## config.mk

```make
export PLATFORM = sky130hd
export DESIGN_NAME = sample_uart_scheduler
export DESIGN_NICKNAME = d
export VERILOG_FILES = /design/src/rtl/sample_uart_scheduler.sv
export SDC_FILE = /design/constraint.sdc
export NUM_CORES = 1
export LEC_CHECK = 0
export CAP_MARGIN = 0
export CORE_MARGIN = 2
export CORE_UTILIZATION = 53
export DETAILED_ROUTE_END_ITERATION = 10
export PLACE_DENSITY = 0.85
export SETUP_SLACK_MARGIN = 0.5
export SYNTH_ARGS = -nofsm -noshare
export SYNTH_HDL_FRONTEND = slang
export SYNTH_SLANG_ARGS = --single-unit
export TNS_END_PERCENT = 10
```

## constraint.sdc

```tcl
create_clock -name clk -period 2.8 [get_ports clk]
set_input_delay 0.56 -clock clk [delete_from_list [all_inputs] [get_ports clk]]
set_output_delay 0.56 -clock clk [all_outputs]
set_load 0.01 [all_outputs]
```

## src/rtl/sample_uart_scheduler.sv

```systemverilog
// Snapshots four calibrated ADC channels on a decimated sample_clk edge and
// streams one 5-byte record per enabled channel to a byte-wide UART transmitter.
//
// Handshake with uart_tx: tx_start is a one-cycle issue strobe. It is only
// raised while tx_busy is low. The transmitter then raises tx_busy on the next
// cycle and holds it until the byte has been sent. The next byte is issued only
// after tx_busy has been seen high and then low again.
module sample_uart_scheduler #(
  parameter int DECIM = 1,
  parameter int OVF_W = 8
) (
  input  logic               clk,
  input  logic               rst_n,
  input  logic               enable,
  input  logic [3:0]         ch_mask,
  input  logic               sample_clk,
  input  logic signed [15:0] cal_in0,
  input  logic signed [15:0] cal_in1,
  input  logic signed [15:0] cal_in2,
  input  logic signed [15:0] cal_in3,
  output logic [7:0]         tx_data,
  output logic               tx_start,
  input  logic               tx_busy,
  output logic               busy,
  output logic               frame_done,
  output logic [OVF_W-1:0]   overruns,
  output logic [2:0]         state_dbg
);

  typedef enum logic [2:0] {
    S_IDLE  = 3'd0,
    S_SEL   = 3'd1,
    S_ISSUE = 3'd2,
    S_WBUSY = 3'd3,
    S_WIDLE = 3'd4,
    S_DONE  = 3'd5
  } state_t;

  localparam logic [7:0] DECIM_LAST = 8'(DECIM - 1);

  state_t      state, state_nx;
  logic        sc_q;
  logic [7:0]  div;
  logic [15:0] snap [4];
  logic [3:0]  rem;
  logic [1:0]  ch;
  logic [2:0]  idx;

  logic        rise, tick, accept;
  logic [1:0]  sel_ch;
  logic [3:0]  ch_bit;
  logic [7:0]  byte_val;

  assign rise   = sample_clk & ~sc_q;
  assign tick   = rise & (div == 8'd0);
  assign accept = tick & (state == S_IDLE) & enable & (|ch_mask);
  assign ch_bit = 4'b0001 << ch;

  assign busy       = (state != S_IDLE);
  assign frame_done = (state == S_DONE);
  assign state_dbg  = state;

  // Lowest remaining channel; cleared bits make this ascending order.
  always_comb begin
    sel_ch = 2'd0;
    for (int i = 3; i >= 0; i--) begin
      if (rem[i]) sel_ch = 2'(i);
    end
  end

  always_comb begin
    byte_val = 8'h00;
    case (idx)
      3'd0:    byte_val = 8'h43;
      3'd1:    byte_val = 8'h48;
      3'd2:    byte_val = 8'h30 + {6'b0, ch};
      3'd3:    byte_val = snap[ch][15:8];
      3'd4:    byte_val = snap[ch][7:0];
      default: byte_val = 8'h00;
    endcase
  end

  always_ff @(posedge clk or negedge rst_n) begin
    if (!rst_n) state <= S_IDLE;
    else        state <= state_nx;
  end

  always_comb begin
    state_nx = state;
    case (state)
      S_IDLE:  if (accept) state_nx = S_SEL;
      S_SEL:   state_nx = S_ISSUE;
      S_ISSUE: if (!tx_busy) state_nx = S_WBUSY;
      S_WBUSY: if (tx_busy) state_nx = S_WIDLE;
      S_WIDLE: begin
        if (!tx_busy) begin
          if (idx != 3'd4)              state_nx = S_ISSUE;
          else if ((rem & ~ch_bit) == 4'b0) state_nx = S_DONE;
          else                          state_nx = S_SEL;
        end
      end
      S_DONE:  state_nx = S_IDLE;
      default: state_nx = S_IDLE;
    endcase
  end

  always_ff @(posedge clk or negedge rst_n) begin
    if (!rst_n) begin
      sc_q     <= 1'b0;
      div      <= 8'd0;
      tx_data  <= 8'h00;
      tx_start <= 1'b0;
      overruns <= '0;
      rem      <= 4'b0;
      ch       <= 2'd0;
      idx      <= 3'd0;
      for (int i = 0; i < 4; i++) snap[i] <= 16'h0000;
    end else begin
      sc_q     <= sample_clk;
      tx_start <= 1'b0;
      if (rise) div <= (div == DECIM_LAST) ? 8'd0 : div + 8'd1;
      // A tick that arrives mid-frame is lost; count it, saturating.
      if (tick && (state != S_IDLE) && (overruns != {OVF_W{1'b1}}))
        overruns <= overruns + 1'b1;
      case (state)
        S_IDLE: begin
          if (accept) begin
            snap[0] <= cal_in0;
            snap[1] <= cal_in1;
            snap[2] <= cal_in2;
            snap[3] <= cal_in3;
            rem     <= ch_mask;
          end
        end
        S_SEL: begin
          ch  <= sel_ch;
          idx <= 3'd0;
        end
        S_ISSUE: begin
          if (!tx_busy) begin
            tx_data  <= byte_val;
            tx_start <= 1'b1;
          end
        end
        S_WIDLE: begin
          if (!tx_busy) begin
            if (idx != 3'd4) idx <= idx + 3'd1;
            else             rem <= rem & ~ch_bit;
          end
        end
        default: ;
      endcase
    end
  end

endmodule

```

==> results.cfg <==
[outcome]
run_status = finished, final reports clean

[synthesis]
postSynthCellCount = 365
ys_seq_elements = 102
synth_xor_xnor_area_share_pct = 2.05
synth-edff-count = 0
synth_top_family_by_area = multiplexers
avgSynthCellArea_sq_um = 14.1
yosys-mux-area-fraction_pct = 26.6
synth.cell_area_sq_um = 5130
synthesized_net_count = 446
yosys.area_share.adder_pct = 1.95
yosys.area_share.simple_pct = 9.56
synth-compound-area-share_pct = 6.02
ys_async_sr_fraction_pct = 100
post_synth_num_cell_types = 56
seq_area_frac_synth_pct = 49.8
synthesis_warning_total = 0
synthFlopType = dfrtp_1

[setup_path]
setup.reg_to_reg.worst_slack_ps = 680
criticalPathCategory = register to output pin
end_kind = output pin
crit_path_max_fanout = 9
worst-endpoint-arrival_ps = 1710
setup_crit_end = busy
crit-reg2reg-launch = div[0]
worst_endpoint_required_time_ps = 2240
startpoint = state_dbg[2]
crit-reg2reg-capture = snap[7]
reg2reg_depth = 7
critical_path.startpoint_type = register

[final_layout]
area_growth_pct = 25.1
final_common_cell = dfrtp_1
layout.nets = 545
multiInputGateArea_sq_um = 2380
layout.cells.most_common_list = dfrtp_1 (100), clkdlybuf4s50_1 (92), mux2_4 (60)
final_layout_size_suffix_gt1_share_pct = 26.9
regArea_sq_um = 2550
n_antenna_cell = 0
final.fill_count = 648
post-route-cell-area_sq_um = 6420

[clocking]
cts_hold_buf = 0
cts.sinks = 102
ctsHtreeMaxLevel = 3
worst_skew_pair.late_latency_ps = 380
clk_root_buf = clkbuf_8
tritoncts = done
clkTransAtPathRegs_ps = 110
max-clock-path-buffers = 2
numCtsBuffers = 9

[floorplan]
initial_utilization_pct = 55.0
num_rows = 35
fp.dieH_um = 102
fp.dieArea_sq_um = 10500
design.core.area_sq_um = 9330
boundaryPins = 95
die_x_um = 102

[power]
power_per_cell_area_nw_per_um2 = 875
cellLeakagePower_uw = 0.00281
peakVddDrop_v = 0.000423

[global_routing]
use_met1_pct = 30.0
vias_in_the_first_global_route = 3552
grt_overflow_total = 0
globalRouteTotalUtil_pct = 22.4
top_usage_layer = met2
grt_antenna_before_repair = 0
grt_first_pass_wirelength_um = 17700
met3_usage_pct = 3.42
pin_count_of_the_biggest_net_entering_global_routing = 74
global_route.usage.met2_pct = 37.4

[drt]
vias_per_cell = 5.47
via_count = 3273
drt.antenna.violating_nets = 0
routedWlPerCell_um = 18.2
drc = 0
route.final.wire_length_um = 10900
drt_first_iter_violations = 137
drt_first_pass_iters = 4

[sta]
setup_viol_count_final = 0
max_slew_headroom_at_the_worst_pin_pct = 57.1
fmax_ghz = 0.440
timing_worst_slew_pin_value_ps = 644
finalHoldViolations = 0
finalSetupTns_ps = 0
finalMaxSlewViolations = 0
layout_setup_ws_ps = 527
final_period_utilization_pct = 81.2
worst_clock_skew_ps = 19.6
min_period_ps = 2270
unrepaired_setup_endpoints_after_global_routing = yes

[placed_design]
post-place-ws_ps = 380
cell_area_after_placement_sq_um = 6150
place_congestion = 0.799
placement.io_buffers = 94
dp.final_hpwl_um = 7940

[flow_run]
maxCapViolations = 0

[worst_hold_path]
min-delay-path-class = primary input to async pin
cells in the mapped netlist (3+ instances only):
library cell | instances | area share [%]
a21oi_1 | 6 | 0.59
xor2_1 | 7 | 1.2
nor2_1 | 9 | 0.66
inv_1 | 9 | 0.66
dfrtp_1 | 102 | 50
a31o_2 | 4 | 0.68
a211oi_1 | 3 | 0.44
buf_12 | 6 | 2.3
nand2b_1 | 5 | 0.61
mux2_4 | 60 | 18
nor3_1 | 4 | 0.39
o22ai_1 | 8 | 0.98
mux2_2 | 7 | 1.5
mux2i_1 | 7 | 1.4
nand4_1 | 4 | 0.49
nand2_1 | 23 | 1.7
nand3_1 | 10 | 0.98
nor2b_1 | 7 | 0.85
xnor2_1 | 5 | 0.85
mux4_2 | 14 | 6.1
o21ai_0 | 14 | 1.4
ha_1 | 8 | 2.0
clkbuf_1 | 5 | 0.37
worst min-delay path by stage:
stage | start | endpoint | slack [ps] | cells past startpoint
after floorplan | rst_n | ch[0] | 260 | 0
after global placement | tx_data[0] | tx_data[0] | 460 | 2
after detailed placement | tx_data[4] | tx_data[4] | 470 | 2
after CTS | rst_n | snap[55] | 110 | 1
after global routing | rst_n | snap[44] | 130 | 1
final | rst_n | snap[25] | 100 | 1
worst max-delay path: stages (launching register included):
cell and delay [ps]:
dfrtp_1 500, nor3_4 260, inv_1 100, clkdlybuf4s50_1 480
layer usage:
metal	vias up	wire (um)
met3	13	437
met2	84	5460
met4	0	149
li1	1526	-
met1	1650	4820
met5	-	0
layout make-up:
| type | count | area share, % |
|---|---|---|
| flip-flops and latches | 102 | 39.8 |
| multi-input cells | 238 | 37.1 |
| repair buffers | 104 | 16.4 |
| well taps | 129 | 2.52 |
| clock buffers | 10 | 2.15 |
| clock inverters | 6 | 1.42 |
| inverters | 9 | 0.527 |
registers in the layout, summed over array words and instances (netlist names), 2 cells and up:
signal / count
div: 8
snap: 64
idx: 3
tx_data: 8
state_dbg: 3
overruns: 8
ch: 2
rem: 4
through the flow:
step	util [%]	power, uW	instances	hold WS [ps]
6_report	68.8	5610	598	98.8
5_1_grt	68.8	5920	598	128
4_1_cts	68.6	5610	597	108
3_5_place_dp	66.0	4520	580	475
3_3_place_gp	66.0	4390	580	465
2_1_floorplan	-	3820	365	264
report_power, final:
part           switching [uW]  total (uW)  internal [uW]
Clock                     522        1060            534
Sequential                465        2500           2040
Combinational             748        2050           1310
logic make-up (layout without fill, tap and decap cells):
logic type / after synthesis / after routing
DFF: 102 / 102
muxes: 88 / 88
buffers and inverters: 25 / 129
and+or+nand+nor: 82 / 82
adders and majority gates: 8 / 8
AOI/OAI and AO/OA: 48 / 48
xor gates and xnor gates: 12 / 12
timing repair:
item / in CTS / in global routing
gates resized for setup: 2 / 4
buffers inserted: 1 / 1
pin swaps: 1 / 0
endpoints found under the setup margin: 2 / 2
Note: power is estimated with default switching activity, not from simulation.
